**src/rtl/gpr_xfer_seq.sv**
```systemverilog
// gpr_xfer_seq: sequences GPR-file strobes for MOVE, CLEAR, SWAP (via temp register) and LOAD.
// Outputs decode from registered state and latched operands, gated off while stalled.
module gpr_xfer_seq #(
    parameter bit ALLOW_SWAP = 1'b1
) (
    input  logic        i_clk,
    input  logic        i_clear_n,
    input  logic        i_req,
    input  logic [1:0]  i_op,
    input  logic [3:0]  i_ra,
    input  logic [3:0]  i_rb,
    input  logic        i_stall,
    output logic        o_ready,
    output logic        o_done,
    output logic        o_err,
    output logic [15:0] o_grin,
    output logic [15:0] o_grouta,
    output logic        o_reg_clear,
    output logic        o_tmpin,
    output logic        o_tmpout,
    output logic        o_extout
);
    typedef enum logic [2:0] {IDLE, MOV, CLR, SW1, SW2, SW3, LD, ERR} state_t;

    state_t      r_state;
    logic [3:0]  r_ra;
    logic [3:0]  r_rb;
    logic        r_same;
    logic        w_act;
    logic [15:0] w_oh_ra;
    logic [15:0] w_oh_rb;

    always_ff @(posedge i_clk or negedge i_clear_n) begin
        if (!i_clear_n) begin
            r_state <= IDLE;
            r_ra    <= '0;
            r_rb    <= '0;
            r_same  <= 1'b0;
        end else if (!i_stall) begin
            case (r_state)
                IDLE: if (i_req) begin
                    r_ra   <= i_ra;
                    r_rb   <= i_rb;
                    r_same <= (i_ra == i_rb);
                    case (i_op)
                        2'b00:   r_state <= MOV;
                        2'b01:   r_state <= CLR;
                        // a self-swap is a no-op, so skip straight to the completing step
                        2'b10:   r_state <= !ALLOW_SWAP ? ERR : (i_ra == i_rb) ? SW3 : SW1;
                        default: r_state <= LD;
                    endcase
                end
                SW1:     r_state <= SW2;
                SW2:     r_state <= SW3;
                default: r_state <= IDLE;
            endcase
        end
    end

    always_comb begin
        w_act       = !i_stall;
        w_oh_ra     = 16'd1 << r_ra;
        w_oh_rb     = 16'd1 << r_rb;
        o_ready     = (r_state == IDLE);
        o_done      = w_act && (r_state inside {MOV, CLR, SW3, LD});
        o_err       = w_act && (r_state == ERR);
        o_grin      = !w_act ? '0 : (r_state inside {MOV, CLR, SW2, LD}) ? w_oh_ra :
                      (r_state == SW3 && !r_same) ? w_oh_rb : '0;
        o_grouta    = !w_act ? '0 : (r_state inside {MOV, SW2}) ? w_oh_rb :
                      (r_state == SW1) ? w_oh_ra : '0;
        o_reg_clear = w_act && (r_state == CLR);
        o_tmpin     = w_act && (r_state == SW1);
        o_tmpout    = w_act && (r_state == SW3) && !r_same;
        o_extout    = w_act && (r_state == LD);
    end
endmodule

```
**config.mk**
```make
export PLATFORM = sky130hd
export DESIGN_NAME = gpr_xfer_seq
export DESIGN_NICKNAME = d
export VERILOG_FILES = /design/src/rtl/gpr_xfer_seq.sv
export SDC_FILE = /design/constraint.sdc
export NUM_CORES = 1
export LEC_CHECK = 0
export BUFFER_PORTS_ARGS = -buffer_cell sky130_fd_sc_hd__buf_4
export CAP_MARGIN = 20
export CORE_MARGIN = 5
export CORE_UTILIZATION = 49
export CTS_CLUSTER_SIZE = 28
export DETAILED_ROUTE_END_ITERATION = 16
export PLACE_DENSITY_LB_ADDON = 0.25
export SYNTH_ARGS = -nofsm -noshare
export SYNTH_HDL_FRONTEND = slang
export SYNTH_SLANG_ARGS = --single-unit
```
**constraint.sdc**
```tcl
create_clock -name i_clk -period 2.05 [get_ports i_clk]
set_input_delay 0.41 -clock i_clk [delete_from_list [all_inputs] [get_ports i_clk]]
set_output_delay 0.41 -clock i_clk [all_outputs]
set_load 0.1 [all_outputs]
```
==> impl_metrics.json, run 1 <==
{
  "clock_sinks": 12,
  "start_util_pct": 50.55,
  "routabilityCongestion": 0.8386,
  "cts_max_level": 1,
  "post-synth-top-area-fraction_pct": 21.92,
  "outcome": "did not finish",
  "synthesis.nets": 193,
  "mappedNetlistArea_um2": 1370,
  "yosys.area.top_type": "sky130_fd_sc_hd__dfrtp_1",
  "clock-root-buffer": "sky130_fd_sc_hd__clkbuf_4",
  "row_count": 19,
  "stopped_at": "clock tree synthesis",
  "number_of_enable_type_register_cells_in_the_synthesized_netlist": 0,
  "die_width_um": 62.88,
  "post-place-cells": 271,
  "clock_path_buffers": 2,
  "synth_async_sr_flop_share_pct": 100.0,
  "postSynthRegisterBits": 12,
  "floorplan.io_pins": 53,
  "post_cts_resized": 113,
  "fraction_of_the_mapped_netlist_area_in_compound_gates_pct": 21.28,
  "holdBufCountCts": 1,
  "post_cts.repair.setup_buffers": 4,
  "syn-mean-instance-area_um2": 7.829,
  "ys_seq_area_share_pct": 21.92,
  "place.port_buffers": 52,
  "post_synth_xor_area_fraction_pct": 2.557,
  "ys_top_cells_by_area": "sky130_fd_sc_hd__dfrtp_1 (22%), sky130_fd_sc_hd__nand3_1 (11%), sky130_fd_sc_hd__a21oi_1 (6.6%)",
  "post_synth_inst_count": 175,
  "synth.lib_cells_used.distinct": 37,
  "total_cts_buffers": 3,
  "post_synth_mux_area_share_pct": 8.402,
  "detailedPlacementHpwl_mm": 4.014,
  "yosys.area_share.adder_pct": 3.653,
  "dp_slack_ns": -0.2885,
  "synth-simple-area-share_pct": 35.07,
  "synthesis.yosys.warnings": 0,
  "synth_top_family_by_area": "simple AND/OR/NAND/NOR gates",
  "ys.flop_type": "sky130_fd_sc_hd__dfrtp_1",
  "die_height_um": 62.88,
  "tool.error": "[ERROR DPL-0038] Utilization greater than 100%, impossible to legalize"
}
-- synth_stat cells (2+ instances only) --
master	instances
sky130_fd_sc_hd__o211ai_1	5
sky130_fd_sc_hd__nand4_1	9
sky130_fd_sc_hd__o22ai_1	12
sky130_fd_sc_hd__mux2_2	8
sky130_fd_sc_hd__and3_1	3
sky130_fd_sc_hd__o21ai_0	3
sky130_fd_sc_hd__or2_2	2
sky130_fd_sc_hd__inv_1	5
sky130_fd_sc_hd__ha_1	4
sky130_fd_sc_hd__clkbuf_1	6
sky130_fd_sc_hd__dfrtp_1	12
sky130_fd_sc_hd__a21oi_1	18
sky130_fd_sc_hd__xnor2_1	4
sky130_fd_sc_hd__nand2_1	2
sky130_fd_sc_hd__nor2_1	6
sky130_fd_sc_hd__and2_1	6
sky130_fd_sc_hd__nor2b_1	11
sky130_fd_sc_hd__nand2b_1	6
sky130_fd_sc_hd__buf_6	2
sky130_fd_sc_hd__buf_2	3
sky130_fd_sc_hd__buf_4	2
sky130_fd_sc_hd__nand3_1	31
-- logic make-up after synthesis --
logic type | count (synthesis)
multiplexers | 10
flip-flops | 12
AO/OA/AOI/OAI | 46
XOR/XNOR | 4
AND/OR/NAND/NOR | 80
buffers and inverters | 19
adder cells (fa/ha/maj) | 4
-- per-stage QoR --
step | setup TNS (ns) | instance area (um^2) | hold WS, ns
detailed placement | -6.270 | 2336 | 0.2521
floorplan | -10.94 | 1765 | 0.1144
global placement | -4.015 | 2336 | 0.2485
==> run 2: changes to the inputs <==
- CORE_AREA: default -> 5 5 66 68
- CORE_MARGIN: 5 -> default
- CORE_UTILIZATION: 49 -> default
- CTS_CLUSTER_SIZE: 28 -> default
- DIE_AREA: default -> 0 0 71 73
- PLACE_DENSITY_LB_ADDON: 0.25 -> 0.15
==> run 2 against run 1 <==
Compared with the run above: synthesized cell count unchanged; the flow now finishes, with violations (negative setup slack); area after synthesis unchanged.
==> impl_metrics.json, run 2 <==
{
  "outcome": "finished with violations",
  "failed_checks": "negative setup slack",
  "die_height_um": 73,
  "area.growth.synth_to_final_pct": 123.8,
  "largestRegisters": "r_ra (4), r_rb (4), r_state (3)",
  "postLayoutSetupSlackWorst_ns": -0.3510,
  "detailedPlacementHpwl_mm": 4.187,
  "number_of_enable_type_register_cells_in_the_synthesized_netlist": 0,
  "clock_sinks": 12,
  "synthesis.yosys.warnings": 0,
  "r2r_start": "r_state[0]",
  "synth_async_sr_flop_share_pct": 100.0,
  "critPathLaunchType": "register",
  "synthesis.nets": 193,
  "yosys.area.top_type": "sky130_fd_sc_hd__dfrtp_1",
  "total_cts_buffers": 3,
  "routed_via_density": 6.020,
  "drv_slew": 0,
  "num_vias": 1824,
  "worst_hold_path.endpoint": "r_ra[2]",
  "ys_top_cells_by_area": "sky130_fd_sc_hd__dfrtp_1 (22%), sky130_fd_sc_hd__nand3_1 (11%), sky130_fd_sc_hd__a21oi_1 (6.6%)",
  "dpl-instance-area_um2": 2400,
  "row_count": 23,
  "ys_seq_area_share_pct": 21.92,
  "clock_path_buffers": 2,
  "first_pass_grt_wire_length_mm": 10.08,
  "postSynthRegisterBits": 12,
  "clkTransAtPathRegs_ns": 0.06,
  "fmax_mhz": 416.5,
  "max_slew_margin_pct": 67.24,
  "syn-mean-instance-area_um2": 7.829,
  "routabilityCongestion": 0.8876,
  "layout_common_cells": "sky130_fd_sc_hd__buf_4 (41), sky130_fd_sc_hd__buf_12 (39), sky130_fd_sc_hd__nand3_1 (24), sky130_fd_sc_hd__a21oi_4 (18), sky130_fd_sc_hd__o22ai_4 (12)",
  "mappedNetlistArea_um2": 1370,
  "cts_max_level": 1,
  "setup.worst_path.end_class": "output port",
  "postRouteWirelength_mm": 6.413,
  "rr_worst_depth": 7,
  "tightest_slew_ns": 0.4896,
  "holdPathStages": 2,
  "tritoncts": "built",
  "power.density_nw_per_um2": 1245,
  "hold_path.class": "primary input to register",
  "worst-endpoint-required_ns": 1.64,
  "rsz0062_at_grt": "true",
  "synth_common_cells": "sky130_fd_sc_hd__nand3_1 (31), sky130_fd_sc_hd__a21oi_1 (18), sky130_fd_sc_hd__dfrtp_1 (12), sky130_fd_sc_hd__o22ai_1 (12), sky130_fd_sc_hd__nor2b_1 (11)",
  "place.port_buffers": 52,
  "synth.lib_cells_used.distinct": 37,
  "ant_nets": 0,
  "r2r_slack_ns": 0.12,
  "drt_pre_antenna_iters": 4,
  "grt_use_total_pct": 24.40,
  "mostFrequentLayoutCell": "sky130_fd_sc_hd__buf_4",
  "finalHoldViolCount": 0,
  "peakVddDrop_v": 0.0009219,
  "number_of_antenna_violations_at_the_first_check_in_global_routing": 0,
  "yosys.cell_count.top_type": "sky130_fd_sc_hd__nand3_1",
  "critical_path.max_fanout": 7,
  "floorplan.io_pins": 53,
  "hp-start": "i_ra[2]",
  "clock-root-buffer": "sky130_fd_sc_hd__clkbuf_8",
  "min_period_over_period_pct": 117.1,
  "post_synth_inst_count": 175,
  "period_minus_slack_ns": 2.401,
  "globalRouteOverflowTotal": 0,
  "start_util_pct": 36.07,
  "ys.flop_type": "sky130_fd_sc_hd__dfrtp_1",
  "grt_max_degree": 24,
  "final_standard_cell_area_without_fillers_um2": 3067,
  "worst_r2r_endpoint": "r_rb[3]",
  "core_um2": 3799,
  "die_width_um": 71,
  "post-synth-top-area-fraction_pct": 21.92,
  "drc_errors": 0,
  "leakagePower_nw": 1.039,
  "drt-initial-drc-count": 170,
  "routedWlPerCell_um": 21.17,
  "insertedDiodeCount": 0,
  "clock_latency_ns": 0.24,
  "number_of_global_route_vias_before_repair": 1956,
  "finClkSkew_ns": 0.003123,
  "worst-setup-path-type": "register to output port",
  "drive_gt1_share_pct": 63.64,
  "cap_viol_max_count": 0,
  "fin_hold_ws_ns": 0.4169,
  "die_area_um2": 5183,
  "number_of_endpoints_failing_setup_at_the_final_stage": 32,
  "critical_path_arrival_ns": 1.99,
  "design.final.nets": 272
}
[run 2: cell families (layout without fill, tap and decap cells)]
kind of cell | Yosys count | count (layout) | share of synthesized area (%)
fa+ha+maj | 4 | 4 | 3.653
buf+inv | 19 | 97 | 7.122
flops | 12 | 12 | 21.92
simple gates | 80 | 80 | 35.07
mux | 10 | 10 | 8.402
xor+xnor | 4 | 4 | 2.557
compound gates | 46 | 46 | 21.28
[run 2: timing repair]
action	4_1_cts	5_1_grt
resized for setup	119	17
hold endpoints to repair	4	0
setup endpoints to repair	45	37
setup buffers	5	1
pin swaps	12	4
hold buffers	1	0
[run 2: worst max-delay path, cell delays in order (launching register included)]
cell and delay, ns:
sky130_fd_sc_hd__dfrtp_1 0.39, sky130_fd_sc_hd__inv_2 0.09, sky130_fd_sc_hd__ha_4 0.18, sky130_fd_sc_hd__mux2_4 0.33, sky130_fd_sc_hd__o211ai_1 0.24, sky130_fd_sc_hd__buf_4 0.23
sky130_fd_sc_hd__o22ai_4 0.10, sky130_fd_sc_hd__buf_12 0.19
[run 2: worst max-delay path by stage]
stage               slack, ns    endpoint  cells past startpoint        from
global route            -0.43  o_grin[13]                      7  r_state[1]
detailed placement      -0.25   o_grin[1]                      8  r_state[0]
finish                  -0.35  o_grin[13]                      7  r_state[1]
floorplan               -0.49   o_grin[0]                      6  r_state[0]
CTS                     -0.30   o_grin[1]                      8  r_state[0]
global placement        -0.18   o_grin[4]                      8  r_state[0]
[run 2: report_power, final]
part           switching, mW  leakage [nW]  internal (mW)
clock network         0.0899        0.0288          0.170
logic                   1.82         0.866           1.16
registers              0.224         0.144          0.350
total                   2.14          1.04           1.68
[run 2: final cells by class]
class | count | area [um^2]
fillers | 207 | 732.0
repair buffers | 87 | 1166
multi-input cells | 144 | 1458
clock buffers | 4 | 55.05
inverters | 6 | 22.52
flip-flops and latches | 12 | 302.8
well taps | 50 | 62.56
[run 2: routing by layer]
metal / wire (um) / vias to the layer above / global-route usage [%]
li1: - / 811 / -
met1: 2390 / 902 / 27.57
met2: 3452 / 93 / 45.93
met3: 400 / 18 / 3.857
met4: 168 / 0 / 8.977
met5: 0 / - / 0
[run 2: per-stage QoR]
stage                     utilization, %  total power [mW]  cells  setup TNS (ns)  worst slack (ns)
after global placement             63.18             2.982    292          -3.645           -0.1778
after global routing               80.73             3.989    303          -11.41           -0.4328
after floorplan                        -             2.320    175          -10.94           -0.4908
final                              80.73             3.819    303          -9.291           -0.3510
after CTS                          78.69             3.618    302          -8.175           -0.3039
after detailed placement           63.18             3.041    292          -5.841           -0.2476
Power figures use the tool's default switching activity.
==> run 3: changes to the inputs <==
- PLACE_DENSITY: default -> 0.68
- PLACE_DENSITY_LB_ADDON: 0.15 -> default
==> run 3 against run 2 <==
Compared with the run above: the run still ends with negative setup slack left; sequential power shrank 4.0%; clock skew shrank 0.0020 ns; global-route usage grew 0.97 points; worst hold slack is essentially flat; worst setup slack lost 0.061 ns; first-iteration DRC count shrank 8.2%.
==> impl_metrics.json, run 3 (synthesis results as in run 2) <==
{
  "slowest_delay_ns": 0.60,
  "routedWlPerCell_um": 22.87,
  "final_standard_cell_area_without_fillers_um2": 3191,
  "num_vias": 1839,
  "hp-start": "i_ra[1]",
  "grt_max_degree": 24,
  "die_height_um": 73,
  "worst_r2r_endpoint": "r_rb[2]",
  "drc_errors": 0,
  "insertedDiodeCount": 0,
  "drt_pre_antenna_iters": 4,
  "cts_max_level": 1,
  "fin_hold_ws_ns": 0.4170,
  "die_width_um": 71,
  "max_slew_margin_pct": 50.08,
  "clock_path_buffers": 2,
  "cp-startpoint": "r_rb[1]",
  "core_um2": 3799,
  "drv_slew": 0,
  "slowest_stage": "sky130_fd_sc_hd__nor2_1",
  "fmax_mhz": 406.1,
  "clkTransAtPathRegs_ns": 0.05,
  "post-place-cells": 291,
  "instances_no_fill": 302,
  "rsz0062_at_grt": "true",
  "hold_path.class": "primary input to register",
  "worst_hold_path.endpoint": "r_ra[1]",
  "critical_path_arrival_ns": 2.05,
  "min_period_over_period_pct": 120.1,
  "worst-setup-path-type": "register to output port",
  "routed_via_density": 6.089,
  "globalRouteOverflowTotal": 0,
  "postRouteWirelength_mm": 6.908,
  "critical_path.max_fanout": 5,
  "holdPathStages": 2,
  "routabilityCongestion": 0.9067,
  "floorplan.io_pins": 53,
  "first_pass_grt_wire_length_mm": 10.34,
  "largestRegisters": "r_ra (4), r_rb (4), r_state (3)",
  "failed_checks": "negative setup slack",
  "finalHoldViolCount": 0,
  "grt_use_total_pct": 25.36,
  "worst-endpoint-required_ns": 1.64,
  "total_cts_buffers": 3,
  "ant_nets": 0,
  "dpl-instance-area_um2": 2367,
  "finClkSkew_ns": 0.001126,
  "cap_viol_max_count": 0,
  "place.port_buffers": 52,
  "total_power_mw": 4.045,
  "power.density_nw_per_um2": 1268,
  "clock-root-buffer": "sky130_fd_sc_hd__clkbuf_8",
  "mostFrequentLayoutCell": "sky130_fd_sc_hd__buf_4",
  "area.growth.synth_to_final_pct": 132.9,
  "rr_worst_depth": 6,
  "drt-initial-drc-count": 156,
  "r2r_slack_ns": 0.10,
  "leakagePower_nw": 1.044,
  "layout_common_cells": "sky130_fd_sc_hd__buf_4 (38), sky130_fd_sc_hd__buf_12 (36), sky130_fd_sc_hd__nand3_2 (27), sky130_fd_sc_hd__a21oi_4 (18), sky130_fd_sc_hd__o22ai_4 (12)",
  "postLayoutCoreUtil_pct": 83.99,
  "period_minus_slack_ns": 2.462,
  "number_of_endpoints_failing_setup_at_the_final_stage": 32,
  "setup.worst_path.end_class": "output port",
  "clock_latency_ns": 0.24,
  "peakVddDrop_v": 0.0009325,
  "tritoncts": "built",
  "drive_gt1_share_pct": 70.63,
  "outcome": "finished with violations",
  "setup_total_negative_slack_ns": -10.28,
  "postLayoutSetupSlackWorst_ns": -0.4123,
  "critPathLaunchType": "register",
  "crit_chain": "nor2_1, nand3_2, buf_6, o22ai_4, buf_12",
  "number_of_antenna_violations_at_the_first_check_in_global_routing": 0,
  "detailedPlacementHpwl_mm": 4.091,
  "design.final.nets": 271,
  "r2r_start": "r_state[1]",
  "die_area_um2": 5183,
  "clock_sinks": 12,
  "start_util_pct": 36.07,
  "number_of_global_route_vias_before_repair": 1968,
  "row_count": 23,
  "dp_slack_ns": -0.2652,
  "tightest_slew_ns": 0.7461
}
## run 3: layer usage
layer  wire length, um  share of wire [%]  track usage, %
met4               254                3.7           12.11
met5                 0                  0               0
met1              2447                 35           27.62
met2              3835                 56           48.82
met3               371                5.4           2.479
## run 3: repair_timing
| action | CTS | global route |
|---|---|---|
| hold buffers | 1 | 0 |
| cloned | 0 | 2 |
| endpoints found under the hold margin | 12 | 0 |
| resized for setup | 130 | 24 |
| setup endpoints to repair | 35 | 37 |
| pin swaps | 5 | 16 |
| setup buffers | 2 | 2 |
## run 3: layout make-up
type	instances	area, um^2
flip-flops and latches	12	302.8
repair buffers	86	1167
fillers	188	608.1
well taps	50	62.56
multi-input cells	144	1580
clock buffers	4	55.05
inverters	6	22.52
## run 3: how the worst max path moves through the flow
stage / end / slack, ns / cells after the start
global route: o_grin[7] / -0.48 / 4
CTS: o_grin[8] / -0.35 / 7
finish: o_grin[12] / -0.41 / 5
detailed placement: o_grin[14] / -0.27 / 6
floorplan: o_grin[0] / -0.49 / 6
global placement: o_grin[10] / -0.22 / 6
## run 3: where the power goes
group	internal, mW	leakage (nW)	switching (mW)	total, mW
Clock	0.170	0.0288	0.0898	0.260
Sequential	0.351	0.144	0.201	0.551
Combinational	1.21	0.871	2.02	3.23
## run 3: critical path: cells and delay by family (launching register included)
family                 cells  cell delay (ns)
AND/OR/NAND/NOR            2             0.80
flip-flops                 1             0.43
buffers and inverters      2             0.42
AO/OA/AOI/OAI              1             0.14
